File: config.mk
export PLATFORM = sky130hd
export DESIGN_NAME = switch_value_encoder
export DESIGN_NICKNAME = d
export VERILOG_FILES = /design/src/rtl/switch_value_encoder.sv
export SDC_FILE = /design/constraint.sdc
export NUM_CORES = 1
export LEC_CHECK = 0
export ABC_CLOCK_PERIOD_IN_PS = 2600
export BUFFER_PORTS_ARGS = -buffer_cell sky130_fd_sc_hd__buf_2
export CAP_MARGIN = 20
export CORE_MARGIN = 2
export CORE_UTILIZATION = 30
export CTS_CLUSTER_SIZE = 8
export DETAILED_ROUTE_END_ITERATION = 7
export PLACE_DENSITY = 0.49
export SYNTH_ARGS = -nofsm -noshare
export SYNTH_HDL_FRONTEND = slang
export SYNTH_SLANG_ARGS = --single-unit
File: constraint.sdc
create_clock -name clock -period 2.6 [get_ports clock]
set_clock_uncertainty 0.05 [all_clocks]
set_input_delay 0.52 -clock clock [delete_from_list [all_inputs] [get_ports clock]]
set_output_delay 0.52 -clock clock [all_outputs]
set_load 0.01 [all_outputs]
File: src/rtl/switch_value_encoder.sv
// ---------------------------------------------------------------------------
// switch_value_encoder
//
// Purpose:
//   Inverse of the selector->register switch decoder. Each accepted 8-bit
//   register value is mapped back to the selector code that produces it:
//     17 -> 0, 22 -> 1, 30 -> 2, 72 -> 3
//   72 is produced by selectors 3..6, so the lowest of them, 3, is emitted.
//   Any other value is a miss: the selector is forced to 0 and hit = 0.
//   Results are queued in a small output FIFO. A sticky flag records misses.
//
// Optional feature:
//   SWITCH_VALUE_ENCODER_STATS_EN - when defined, adds saturating hit/miss
//   counters and the hit_count / miss_count ports. When it is not defined,
//   those ports and the counter logic are absent.
//
// Ports:
//   clock        in   1           global clock, rising edge
//   reset        in   1           asynchronous, active-high
//   in_valid     in   1           in_value is valid this cycle
//   in_ready     out  1           encoder can accept (FIFO not full)
//   in_value     in   DATA_WIDTH  register value to encode
//   out_valid    out  1           FIFO head valid
//   out_ready    in   1           consumer takes head this cycle
//   out_sel      out  SEL_WIDTH   recovered selector at FIFO head
//   out_hit      out  1           1 = value matched table, 0 = out_sel forced 0
//   miss_sticky  out  1           set on any accepted miss, cleared by miss_clear
//   miss_clear   in   1           synchronous clear of miss_sticky
//   hit_count    out  CNT_WIDTH   (stats build only) accepted hits
//   miss_count   out  CNT_WIDTH   (stats build only) accepted misses
//
// All outputs are driven directly from registers. The next head value is
// computed ahead of the clock edge so out_sel/out_hit never depend
// combinationally on the inputs.
// ---------------------------------------------------------------------------
module switch_value_encoder #(
    parameter int DATA_WIDTH = 8,
    parameter int SEL_WIDTH  = 3,
    parameter int FIFO_DEPTH = 2
`ifdef SWITCH_VALUE_ENCODER_STATS_EN
    ,
    parameter int CNT_WIDTH  = 16
`endif
) (
    input  logic                  clock,
    input  logic                  reset,
    input  logic                  in_valid,
    output logic                  in_ready,
    input  logic [DATA_WIDTH-1:0] in_value,
    output logic                  out_valid,
    input  logic                  out_ready,
    output logic [SEL_WIDTH-1:0]  out_sel,
    output logic                  out_hit,
    output logic                  miss_sticky,
    input  logic                  miss_clear
`ifdef SWITCH_VALUE_ENCODER_STATS_EN
    ,
    output logic [CNT_WIDTH-1:0]  hit_count,
    output logic [CNT_WIDTH-1:0]  miss_count
`endif
);

    // -----------------------------------------------------------------------
    // Derived sizes and constants
    // -----------------------------------------------------------------------
    localparam int PTR_W   = (FIFO_DEPTH > 1) ? $clog2(FIFO_DEPTH) : 1;
    localparam int COUNT_W = PTR_W + 1;
    localparam int ENTRY_W = SEL_WIDTH + 1;   // {sel, hit}

    localparam logic [COUNT_W-1:0] COUNT_FULL  = COUNT_W'(FIFO_DEPTH);
    localparam logic [COUNT_W-1:0] COUNT_EMPTY = {COUNT_W{1'b0}};
    localparam logic [COUNT_W-1:0] COUNT_ONE   = COUNT_W'(1);
    localparam logic [PTR_W-1:0]   PTR_ONE     = PTR_W'(1);
    localparam logic [ENTRY_W-1:0] ENTRY_ZERO  = {ENTRY_W{1'b0}};

    localparam logic [DATA_WIDTH-1:0] VALUE_SEL0 = DATA_WIDTH'(17);
    localparam logic [DATA_WIDTH-1:0] VALUE_SEL1 = DATA_WIDTH'(22);
    localparam logic [DATA_WIDTH-1:0] VALUE_SEL2 = DATA_WIDTH'(30);
    localparam logic [DATA_WIDTH-1:0] VALUE_SEL3 = DATA_WIDTH'(72);

    localparam logic [SEL_WIDTH-1:0] SEL_0 = SEL_WIDTH'(0);
    localparam logic [SEL_WIDTH-1:0] SEL_1 = SEL_WIDTH'(1);
    localparam logic [SEL_WIDTH-1:0] SEL_2 = SEL_WIDTH'(2);
    localparam logic [SEL_WIDTH-1:0] SEL_3 = SEL_WIDTH'(3);

    // -----------------------------------------------------------------------
    // Encode table: returns {sel, hit}. Value 72 is shared by selectors
    // 3..6 in the forward decoder; the canonical (lowest) selector is used.
    // -----------------------------------------------------------------------
    function automatic logic [ENTRY_W-1:0] encode_value(
        input logic [DATA_WIDTH-1:0] value
    );
        logic [ENTRY_W-1:0] result;
        result = {SEL_0, 1'b0};
        case (value)
            VALUE_SEL0: result = {SEL_0, 1'b1};
            VALUE_SEL1: result = {SEL_1, 1'b1};
            VALUE_SEL2: result = {SEL_2, 1'b1};
            VALUE_SEL3: result = {SEL_3, 1'b1};
            default:    result = {SEL_0, 1'b0};
        endcase
        return result;
    endfunction

    // -----------------------------------------------------------------------
    // State
    // -----------------------------------------------------------------------
    logic [ENTRY_W-1:0]   mem_r [FIFO_DEPTH];
    logic [PTR_W-1:0]     wr_ptr_r;
    logic [PTR_W-1:0]     rd_ptr_r;
    logic [COUNT_W-1:0]   count_r;
    logic                 in_ready_r;
    logic                 out_valid_r;
    logic [SEL_WIDTH-1:0] out_sel_r;
    logic                 out_hit_r;
    logic                 miss_sticky_r;

    // -----------------------------------------------------------------------
    // Next-state signals
    // -----------------------------------------------------------------------
    logic [ENTRY_W-1:0] enc_s;
    logic               push_s;
    logic               pop_s;
    logic               miss_accept_s;
    logic [COUNT_W-1:0] count_next_s;
    logic [PTR_W-1:0]   wr_ptr_next_s;
    logic [PTR_W-1:0]   rd_ptr_next_s;
    logic [ENTRY_W-1:0] head_next_s;

    assign in_ready    = in_ready_r;
    assign out_valid   = out_valid_r;
    assign out_sel     = out_sel_r;
    assign out_hit     = out_hit_r;
    assign miss_sticky = miss_sticky_r;

    // Handshakes, occupancy and pointer next-state
    always_comb begin
        enc_s         = encode_value(in_value);
        // Ready comes from the registered full flag: no pass-through when full.
        push_s        = in_valid & in_ready_r;
        pop_s         = out_valid_r & out_ready;
        miss_accept_s = push_s & ~enc_s[0];

        count_next_s = count_r;
        case ({push_s, pop_s})
            2'b10:   count_next_s = count_r + COUNT_ONE;
            2'b01:   count_next_s = count_r - COUNT_ONE;
            default: count_next_s = count_r;
        endcase

        if (push_s) begin
            wr_ptr_next_s = wr_ptr_r + PTR_ONE;
        end else begin
            wr_ptr_next_s = wr_ptr_r;
        end

        if (pop_s) begin
            rd_ptr_next_s = rd_ptr_r + PTR_ONE;
        end else begin
            rd_ptr_next_s = rd_ptr_r;
        end
    end

    // Head value after this edge: the slot being written this cycle is
    // forwarded when it becomes the head (push into empty, or push+pop at
    // occupancy 1); an empty FIFO presents zeros.
    always_comb begin
        head_next_s = ENTRY_ZERO;
        if (count_next_s == COUNT_EMPTY) begin
            head_next_s = ENTRY_ZERO;
        end else if (push_s && (wr_ptr_r == rd_ptr_next_s)) begin
            head_next_s = enc_s;
        end else begin
            head_next_s = mem_r[rd_ptr_next_s];
        end
    end

    // FIFO storage write
    always_ff @(posedge clock or posedge reset) begin
        if (reset) begin
            for (int i = 0; i < FIFO_DEPTH; i++) begin
                mem_r[i] <= ENTRY_ZERO;
            end
        end else if (push_s) begin
            mem_r[wr_ptr_r] <= enc_s;
        end else begin
            mem_r[wr_ptr_r] <= mem_r[wr_ptr_r];
        end
    end

    // Pointers, occupancy and registered handshake/head outputs
    always_ff @(posedge clock or posedge reset) begin
        if (reset) begin
            wr_ptr_r    <= {PTR_W{1'b0}};
            rd_ptr_r    <= {PTR_W{1'b0}};
            count_r     <= COUNT_EMPTY;
            in_ready_r  <= 1'b1;
            out_valid_r <= 1'b0;
            out_sel_r   <= SEL_0;
            out_hit_r   <= 1'b0;
        end else begin
            wr_ptr_r    <= wr_ptr_next_s;
            rd_ptr_r    <= rd_ptr_next_s;
            count_r     <= count_next_s;
            in_ready_r  <= (count_next_s != COUNT_FULL);
            out_valid_r <= (count_next_s != COUNT_EMPTY);
            out_sel_r   <= head_next_s[ENTRY_W-1:1];
            out_hit_r   <= head_next_s[0];
        end
    end

    // Sticky miss flag: a miss accepted in the same cycle as miss_clear wins
    always_ff @(posedge clock or posedge reset) begin
        if (reset) begin
            miss_sticky_r <= 1'b0;
        end else if (miss_accept_s) begin
            miss_sticky_r <= 1'b1;
        end else if (miss_clear) begin
            miss_sticky_r <= 1'b0;
        end else begin
            miss_sticky_r <= miss_sticky_r;
        end
    end

`ifdef SWITCH_VALUE_ENCODER_STATS_EN
    localparam logic [CNT_WIDTH-1:0] CNT_MAX  = {CNT_WIDTH{1'b1}};
    localparam logic [CNT_WIDTH-1:0] CNT_ZERO = {CNT_WIDTH{1'b0}};
    localparam logic [CNT_WIDTH-1:0] CNT_ONE  = CNT_WIDTH'(1);

    logic                 hit_accept_s;
    logic [CNT_WIDTH-1:0] hit_count_r;
    logic [CNT_WIDTH-1:0] miss_count_r;

    assign hit_accept_s = push_s & enc_s[0];
    assign hit_count    = hit_count_r;
    assign miss_count   = miss_count_r;

    // Saturating hit counter
    always_ff @(posedge clock or posedge reset) begin
        if (reset) begin
            hit_count_r <= CNT_ZERO;
        end else if (hit_accept_s && (hit_count_r != CNT_MAX)) begin
            hit_count_r <= hit_count_r + CNT_ONE;
        end else begin
            hit_count_r <= hit_count_r;
        end
    end

    // Saturating miss counter
    always_ff @(posedge clock or posedge reset) begin
        if (reset) begin
            miss_count_r <= CNT_ZERO;
        end else if (miss_accept_s && (miss_count_r != CNT_MAX)) begin
            miss_count_r <= miss_count_r + CNT_ONE;
        end else begin
            miss_count_r <= miss_count_r;
        end
    end
`endif

endmodule

### After elaboration in Yosys (flattened, before gate mapping)

Index checks and enable logic that the tools add are counted.

| word-level totals | value |
|---|---|
| bits in registers | 19 |
| logic and storage cells | 54 |
| output and inout bits | 7 |
| bits of input ports | 13 |

| operators by class | value |
|---|---|
| bitwise operators | 6 |
| reduce and logical (&&, ||, !) cells | 5 |
| multiplexer cells | 18 |
| equal/unequal tests | 8 |
| add/sub/neg operators | 4 |
| order comparisons | 3 |

Operators with widths:

| operator | number |
|---|---|
| $mux 4 | 9 |
| $eq 8x5->1 const B | 3 |
| $bwmux 8 | 2 |
| $pmux 3 s4 | 1 |
| $eq 8x7->1 const B | 1 |
| $mux 8 | 1 |
| $demux 4 s1 | 1 |
| $ge 2x2->1 const B | 2 |
| $not 1->2 | 2 |
| $pmux 2 s2 | 1 |
| $reduce_bool 2->1 | 2 |
| $and 1x1->1 | 3 |
| $mux 1 | 3 |
| $add 1x1->1 const B | 2 |
| $add 2x1->2 const B | 1 |
| $eq 2x1->1 const B | 1 |
| $eq 2x2->1 const B | 1 |
| $logic_and 1x1->1 | 2 |
| $logic_not 2->1 | 1 |
| $lt 2x1->1 const B | 1 |
| $ne 2x2->1 const B | 1 |
| $sub 2x1->2 const B | 1 |
| $eq 1x1->1 | 1 |
| $not 1->1 | 1 |

### Logic depth before layout (Yosys ltp)

Gate-level depths: netlist of the first run.

| depth | value |
|---|---|
| depth after elaboration | 8 |
| gate-level depth with buffers | 7 |
| gate-level depth less buffers | 7 |

### Least setup slack after synthesis of the first run

No wires, ideal clock.

| timing path | value |
|---|---|
| kind | register to register |
| start | register in_ready_r (netlist: in_ready) |
| end | register out_sel_r[2] (netlist: out_sel[2]) |
| path slack | 0.901 ns |
| period minus slack after synthesis | 1.699 ns |
| stages on the path, launching flop included | 8 |
| data arrival time | 1.561 ns |
| buffers on the path | 0 |
| path through | dfstp_2 -> and2_4 -> inv_1 -> ha_1 -> xnor2_1 -> nor2_1 -> a22o_1 -> nor3b_1 |

| on the way | value |
|---|---|
| cells in the longest elaborated chain, start to end | 5 |
| elaborated cells on any way between the ends | 8 |

RTL lines:

| what | RTL line | source |
|---|---|---|
| start: declaration | 112 | `logic in_ready_r;` |
| start signal: assignment | 205 | `in_ready_r <= (count_next_s != COUNT_FULL);` |
| $and 1x1->1 * | 140 | `push_s = in_valid & in_ready_r;` |
| $eq 2x1->1 or $eq 2x2->1 (tied branches) | 145 | `case ({push_s, pop_s})` |
| $pmux 2 s2 | 145 |  |
| $logic_not 2->1 | 169 | `if (count_next_s == COUNT_EMPTY) begin` |
| $mux 4 * | 169 |  |
| net head_next_s[3] | 128 | `logic [ENTRY_W-1:0] head_next_s;` |
| end signal: assignment | 207 | `out_sel_r <= head_next_s[ENTRY_W-1:1];` |
| end: declaration | 114 | `logic [SEL_WIDTH-1:0] out_sel_r;` |

Mark *: on every way through the listed nets, which the timed path passes. The rest lies on a longest branch.
A chain may end at the register's enable or synchronous reset.

### Worst setup path after layout of the first run

| timing path | value |
|---|---|
| start | register in_ready_r (netlist: in_ready) |
| end | register out_sel_r[1] (netlist: out_sel[1]) |

The elaborated chain is that of the path after synthesis.

==> impl_metrics.yaml, run 1 <==
status:
  status: "finished clean"
timing:
  max_freq_mhz: 537
  worst_pin_slew_ns: 0.711
  finalSetupTns_ns: 0
  finalHoldViolations: 0
  fin_crit_ns: 1.86
  setup_viol: 0
  rsz0062_at_grt: "false"
  fin_crit_sh_pct: 71.6
  slew_violations: 0
  slew_headroom_pct: 52.6
critical_path:
  path_cells: "and2_4, inv_1, ha_1, xnor2_1, nor2_1, a22o_1, a211oi_1"
  critPathMaxFanout: 6
  cp.required_ns: 2.74
  slowest_delay_ns: 0.54
  end_kind: "register"
  crit_type: "reg -> reg"
  cp.arrival_ns: 2.00
  rrSetupSlack_ns: 0.74
  critPathLaunchType: "register"
  crit_path_top_delay_cell: "dfstp_2"
floorplan:
  dieArea_mm2: 0.00350
  core.rowCount: 20
  start_util_pct: 30.6
  die_y_um: 59.1
  core-area_mm2: 0.00298
  fp.dieW_um: 59.1
  ios: 20
synthesis:
  synth_area_leader_cell: "dfrtp_1"
  synth_area_per_cell_um2: 11.3
  synth_edf_count: 0
  synth_top_area_share_pct: 49.4
  syn-cell-area_um2: 912
  yosys_warnings: 0
  synth_flop_cell: "dfrtp_1"
  synth_area_leaders: "dfrtp_1, mux2i_1, nand2_1"
  ys_top_cells_by_count: "dfrtp_1, nand2_1, nor2_1, o21ai_1, inv_1"
  async_flop_share_pct: 100
  synth_nets: 95
  ys_seq_area_share_pct: 52.3
  syn_inst: 81
  yosysMostFrequentCell: "dfrtp_1"
  ys_seq_elements: 19
  synth_cell_types: 31
finish:
  nNetsFinal: 119
  finalNonFillerCells: 137
  layout-drive-gt1-share_pct: 29.8
  area_growth_pct: 17.8
  n_antenna_cell: 0
  fillers: 296
grt:
  antenna_found_initial: 0
  grt_use_total_pct: 11.5
  grt_max_degree: 20
  grt_first_pass_wirelength_um: 2920
  grt_pass1_vias: 627
  overflow: 0
power:
  power.density_mw_per_mm2: 893
  p_leak_nw: 0.497
  ir_drop_uv: 471
route:
  drc: 0
  drt_iter0_drc: 20
  routedWlPerCell_um: 12.2
  totalWireLength_um: 1670
  drtAntennaViolNets: 0
  vias_per_cell: 4.70
  first_pass_iters: 4
  vias: 644
placed_design:
  numPortBuffers: 19
  post-place-cells: 133
  place_hpwl_um: 1340
  gp_congestion: 0.674
cts:
  path_clk_slew_ns: 0.11
  cts_hold_buf: 0
  cts_buffers: 3
  cts.sink_count: 19
  postCtsSetupBuffers: 0
  clk_path_buf_depth: 2
  cts_resized: 0
  cts_max_level: 1
  clk_latency_ns: 0.29
  root_buffer: "clkbuf_4"
  tritoncts: "yes"
min_path:
  holdCritPathClass: "in -> async"
job:
  maxCapViolCount: 0
## sequential cells by signal (all words and copies together) (netlist names)
name	flops
out_valid	1
mem_r	8
miss_sticky	1
count_r	2
wr_ptr_r	1
out_hit	1
rd_ptr_r	1
in_ready	1
out_sel	3
## metrics by stage
stage	utilization (%)	hold WS [ns]	power (mW)	setup slack, ns	cell area, um^2
detailed placement	35.2	0.427	0.825	0.601	1050
floorplan	-	0.403	0.724	0.901	912
CTS	36.1	0.296	0.978	0.691	1070
global placement	35.2	0.420	0.828	0.638	1050
global route	36.1	0.317	1.05	0.620	1070
finish	36.1	0.271	0.960	0.738	1070
## final timing paths
check,start,endpoint,depth (start not counted)
min,reset,out_sel[2],2
max reg2reg,in_ready,out_sel[1],7
min in group clock,miss_clear,miss_sticky,2
max,in_ready,out_sel[1],7
max in group asynchronous,reset,wr_ptr_r,2
min reg2reg,mem_r[2],mem_r[2],2
## kinds of logic (layout without fill, tap and decap cells)
kind of cell / count (synthesis) / in the layout / share of synthesized area, %
flops: 19 / 19 / 52.3
compound gates: 14 / 14 / 10.2
fa+ha+maj: 1 / 1 / 1.37
mux: 4 / 4 / 4.39
simple gates: 32 / 32 / 21.5
buf+inv: 5 / 28 / 2.06
xor+xnor: 6 / 6 / 8.23
## power by group
part           total (mW)  switching (mW)  internal [mW]  leakage, nW
logic               0.399           0.211          0.188        0.237
clock network       0.146          0.0868         0.0596       0.0150
registers           0.415          0.0480          0.367        0.245
total               0.960           0.346          0.614        0.497
## placed cells by master (no fill, tap or decap), types with 3 or more instances in the layout
cell type / n
inv_1: 5
clkbuf_4: 3
nor2_1: 6
o21ai_1: 6
mux2i_1: 4
dfrtp_1: 18
a211oi_1: 3
buf_2: 19
nand2_1: 10
## layer usage
metal,GRT usage [%],wire length [um],vias up
li1,-,-,331
met1,14.4,780,294
met2,18.3,798,17
met3,2.18,60,2
met4,6.82,29,0
met5,0,0,-
## final cells by class
cell class | instances | area [um^2] | area share, %
Timing Repair Buffer | 19 | 95.1 | 8.85
Multi-Input combinational cell | 57 | 417 | 38.8
Clock buffer | 4 | 26.3 | 2.44
Tap cell | 33 | 41.3 | 3.84
Sequential cell | 19 | 477 | 44.4
Inverter | 5 | 18.8 | 1.75
## worst max-delay path: cells and delay by family, from the launching register on
kind                       cells  cell delay (ns)
buffers and inverters          1             0.09
xor gates and xnor gates       1             0.16
DFF                            1             0.54
AOI/OAI and AO/OA              2             0.48
adders and majority gates      1             0.25
and+or+nand+nor                2             0.19
No activity file was read; power rests on OpenSTA's default activity.
==> run 2, diff against run 1 <==
ABC_AREA = 1   (was not set)
ABC_CLOCK_PERIOD_IN_PS = 1900   (was 2600)
PLACE_DENSITY = 0.48   (was 0.49)
clock period = 1.9 ns   (was 2.6 ns; I/O delays follow)
==> run 2 against run 1 <==
Compared with the run above: final cell count rose by 55%; clock power rose by 47%; register-to-register slack got worse by 0.56 ns; combinational power rose by 81%; critical path depth rose by 1; setup slack got worse by 0.56 ns; first-iteration DRC count fell by 5.0%; total power rose by 63%; hold slack got worse by 0.26 ns; non-clock buffer count rose by 1.
==> impl_metrics.yaml, run 2 <==
status:
  status: "finished clean"
route:
  drtAntennaViolNets: 0
  vias: 908
  first_pass_iters: 4
  routedWlPerCell_um: 10.1
  drt_iter0_drc: 19
  vias_per_cell: 4.28
  drc: 0
  totalWireLength_um: 2140
synthesis:
  synth_edf_count: 0
  synthMuxAreaShare_pct: 0
  synth_cell_types: 24
  synth-xor-area-share_pct: 2.35
  syn_inst: 142
  yosysMostFrequentCell: "nand2_1"
  ys_top_cells_by_count: "nand2_1, inv_1, nor2_1"
  synth-simple-area-share_pct: 35.4
  synthAdderAreaFrac_pct: 1.18
  synth_top_area_share_pct: 42.3
  synth_area_per_cell_um2: 7.50
  yosys_warnings: 0
  synth_area_leader_cell: "dfrtp_1"
  syn-cell-area_mm2: 0.00106
  synth_flop_cell: "dfrtp_1"
  synth_top_family_by_area: "simple AND/OR/NAND/NOR gates"
  ys_seq_elements: 19
  synth_area_leaders: "dfrtp_1, nand2_1, inv_1"
  ys_seq_area_share_pct: 44.8
  synth_nets: 156
  async_flop_share_pct: 100
  synth_compound_area_share_pct: 7.17
finish:
  fillers: 375
  final_cell_mix: "nand2_1, inv_1, nor2_1"
  max_flop_register: "mem_r"
  n_antenna_cell: 0
  ff_latch_area_um2: 477
  multi_input_area_um2: 490
  nNetsFinal: 181
  layout-drive-gt1-share_pct: 24.7
  final_common_cell: "nand2_1"
  area_growth_pct: 17.5
  largest_reg_flops: 8
cts:
  cts_resized: 0
  cts_buffers: 3
  path_clk_slew_ns: 0.12
  root_buffer: "clkbuf_4"
  postCtsSetupBuffers: 0
  cts_hold_buf: 0
  cts.sink_count: 19
  clk_latency_ns: 0.30
  clk_path_buf_depth: 2
  cts_max_level: 1
  tritoncts: "yes"
timing:
  whs_ns: 0.0155
  fin_crit_ns: 1.72
  setup_viol: 0
  finalSetupTns_ns: 0
  slew_violations: 0
  slew_headroom_pct: 73.2
  max_freq_mhz: 582
  fin_crit_sh_pct: 90.4
  rsz0062_at_grt: "false"
  finalHoldViolations: 0
  worst_pin_slew_ns: 0.401
power:
  power.density_mw_per_mm2: 1250
  ir_drop_uv: 250
  p_leak_nw: 0.692
critical_path:
  critPathMaxFanout: 7
  end_kind: "register"
  timing.rr.start: "in_ready"
  reg2regPathDepth: 8
  cp.arrival_ns: 1.87
  rrSetupSlack_ns: 0.18
  cp.required_ns: 2.05
  crit_type: "reg -> reg"
  critPathLaunchType: "register"
  r2r-end: "out_sel[1]"
floorplan:
  core-area_mm2: 0.00336
  core.rowCount: 21
  start_util_pct: 31.7
  ios: 20
  fp.dieW_um: 63.6
  dieArea_mm2: 0.00404
  die_y_um: 63.6
grt:
  grt_pass1_vias: 876
  antenna_found_initial: 0
  grt_max_degree: 20
  overflow: 0
  grt_use_total_pct: 12.0
  grt_first_pass_wirelength_um: 3710
placed_design:
  gp_congestion: 0.736
  numPortBuffers: 19
  place_hpwl_um: 1710
min_path:
  holdCritPathClass: "in -> async"
job:
  maxCapViolCount: 0
run 2: cell count changes after synthesis, moves of 6 or more:
cell / previous run / this run
nand2_1: 10 / 39
inv_1: 5 / 25
nor2_1: 6 / 22
nand3_1: 0 / 7
o21ai_0: 0 / 7
o21ai_1: 6 / 0
run 2: logic make-up (layout without fill, tap and decap cells):
kind of cell    count (synthesis)  after routing
fa+ha+maj                       1              1
flops                          19             19
simple gates                   81             81
buf+inv                        26             50
xor+xnor                        2              2
compound gates                 13             13
run 2: area by class of cell:
type                            count  area share [%]
Multi-Input combinational cell     97            39.2
Sequential cell                    19            38.1
Timing Repair Buffer               20            8.20
Inverter                           26            7.80
Tap cell                           46            4.60
Clock buffer                        4            2.10
run 2: how the worst max path moves through the flow:
stage / startpoint / end / cells after the start
5_1_grt: in_ready / out_hit / 7
3_3_place_gp: in_ready / out_sel[1] / 8
4_1_cts: in_ready / out_hit / 7
3_5_place_dp: in_ready / out_sel[1] / 8
6_report: in_ready / out_sel[1] / 8
2_1_floorplan: in_ready / out_sel[0] / 8
run 2: report_power, final:
group	leakage, nW	switching [mW]	internal [mW]
clock	0.0150	0.132	0.0819
sequential	0.236	0.0760	0.554
combinational	0.441	0.455	0.266
run 2: through the flow:
step	power, mW	cell area [um^2]	instances	setup WS (ns)	utilization, %
floorplan	1.18	1060	142	0.280	-
global placement	1.35	1220	208	0.254	36.4
detailed placement	1.37	1220	208	0.194	36.4
CTS	1.59	1250	212	0.169	37.2
global route	1.72	1250	212	0.0261	37.2
finish	1.57	1250	212	0.183	37.2
run 2: per-layer routing:
metal / up-vias / share of wire, % / track usage, %
met5: - / 0 / 0
met3: 3 / 2.8 / 1.61
met1: 411 / 42 / 12.5
met4: 0 / 1.1 / 6.52
li1: 475 / - / -
met2: 19 / 54 / 22.8
run 2: critical path, cell delays in order (launching register included):
cell	delay, ns
dfstp_2	0.55
nand2_2	0.10
ha_1	0.36
inv_1	0.11
nand3_1	0.10
nand2_2	0.10
nand3_4	0.10
nand3_1	0.10
nand2_1	0.05
==> run 3, diff against run 2 <==
CORE_UTILIZATION = 40   (was 30)
PLACE_DENSITY = 0.61   (was 0.48)
==> run 3 against run 2 <==
Compared with the run above: count of clock-buffer cells in the layout decreased by 1; hold slack gained 0.10 ns; wire length down 6.8%; sequential power is essentially flat; die area down 24%; total power fell by 0.59%; global-route usage grew 1.7 points; via count fell by 3.3%; first-iteration DRC count down 58%; sequential cell count is the same; cell area is 2.1% lower; setup slack better by 0.00053 ns; critical endpoint is now out_sel[0].
==> impl_metrics.yaml, run 3 (same netlist as run 2, synthesis figures left out) <==
placed_design:
  place_hpwl_um: 1590
  gp_congestion: 0.745
  numPortBuffers: 19
  post-place-cells: 191
timing:
  slew_headroom_pct: 53.3
  worst_pin_slew_ns: 0.699
  max_freq_mhz: 583
  finalHoldViolations: 0
  slew_violations: 0
  finalSetupTns_ns: 0
  setup_viol: 0
  rsz0062_at_grt: "false"
  fin_crit_ns: 1.72
  whs_ns: 0.116
  fin_crit_sh_pct: 90.4
power:
  switching_share_pct: 42.4
  ir_drop_uv: 642
  seq_power_share_pct: 40.5
  p_sw_mw: 0.659
  power.density_mw_per_mm2: 1270
  combPwrFrac_pct: 45.8
  pwr-share-clk_pct: 13.6
  p_leak_nw: 0.690
  internal-power_mw: 0.897
cts:
  cts_max_level: 1
  root_buffer: "clkbuf_4"
  clk_latency_ns: 0.30
  cts_buffers: 3
  cts.sink_count: 19
  cts_resized: 0
  tritoncts: "yes"
  postCtsSetupBuffers: 0
  clk_path_buf_depth: 2
  path_clk_slew_ns: 0.12
  cts_hold_buf: 0
status:
  status: "finished clean"
grt:
  overflow: 0
  grt_first_pass_wirelength_um: 3360
  grt_pass1_vias: 843
  antenna_found_initial: 0
  grt_use_total_pct: 13.7
  grt_max_degree: 20
route:
  first_pass_iters: 4
  drc: 0
  vias: 878
  vias_per_cell: 4.50
  totalWireLength_um: 2000
  drtAntennaViolNets: 0
  routedWlPerCell_um: 10.2
  drt_iter0_drc: 8
critical_path:
  crit_type: "reg -> reg"
  critPathLaunchType: "register"
  cp.required_ns: 2.05
  end_kind: "register"
  cp.arrival_ns: 1.87
  critPathMaxFanout: 7
finish:
  fillers: 256
  finalNonFillerCells: 195
  ff_latch_area_um2: 477
  area_growth_pct: 15.0
  layout-drive-gt1-share_pct: 24.8
  final_cell_mix: "nand2_1, inv_1, nor2_1"
  multi_input_area_um2: 490
  nNetsFinal: 180
  n_antenna_cell: 0
  largest_reg_flops: 8
  max_flop_register: "mem_r"
  final_common_cell: "nand2_1"
floorplan:
  start_util_pct: 42.6
  fp.dieW_um: 55.6
  core.rowCount: 18
  ios: 20
  die_y_um: 55.6
  dieArea_mm2: 0.00309
  core-area_mm2: 0.00250
min_path:
  holdCritPathClass: "in -> async"
job:
  maxCapViolCount: 0
==> run 3: changes by cell type in the layout (fill, tap and decap cells not counted) <==
cell / previous run / this run
clkinv_2: 0 / 1
buf_4: 1 / 0
clkbuf_1: 1 / 0
==> run 3: power groups by stage <==
| stage | Clock [mW] | Combinational, mW | Sequential (mW) |
|---|---|---|---|
| 2_1_floorplan | 0 | 0.526 | 0.658 |
| 3_3_place_gp | 0 | 0.701 | 0.637 |
| 3_5_place_dp | 0 | 0.720 | 0.640 |
| 4_1_cts | 0.217 | 0.727 | 0.633 |
| 5_1_grt | 0.228 | 0.803 | 0.649 |
| 6_report | 0.212 | 0.714 | 0.631 |
==> run 3: worst max-delay path: stages, from the launching register on <==
cell and delay, ns:
dfstp_2 0.55, nand2_2 0.09, ha_1 0.35, inv_1 0.11, nand3_1 0.11, nand2_2 0.10
nand3_4 0.10, nand3_1 0.10, nand2_1 0.06
==> run 3: through the flow <==
step	util [%]	cell area, um^2	power, mW	setup WS, ns
6_report	49.0	1220	1.56	0.183
2_1_floorplan	-	1060	1.18	0.280
5_1_grt	49.0	1220	1.68	0.0790
3_5_place_dp	47.9	1200	1.36	0.209
4_1_cts	49.0	1220	1.58	0.165
3_3_place_gp	47.9	1200	1.34	0.264
==> run 3: path summary, 6_finish.rpt <==
check                           start     endpoint  slack (ns)  cells past startpoint
min in group clock         miss_clear  miss_sticky        0.18                      2
hold reg to reg              mem_r[7]     mem_r[7]        0.46                      2
setup / recovery             in_ready   out_sel[0]        0.18                      8
setup reg to reg             in_ready   out_sel[0]        0.18                      8
hold / removal                  reset     mem_r[4]        0.12                      2
max in group asynchronous       reset   out_sel[2]        1.24                      2
==> run 3: final cells by class <==
cell class,instances,area share (%)
clock buffer,3,1.84
clock inverter,1,0.409
sequential,19,38.9
multi-input combinational,97,40.0
inverter,26,7.97
timing repair buffer,19,7.76
tap,30,3.06
==> run 3: layer usage <==
metal	vias to the layer above	track usage (%)	part of all wire [%]
li1	473	-	-
met1	384	15.8	45
met2	19	25.0	51
met3	2	1.63	3.6
met4	0	6.27	1.1
met5	-	0	0
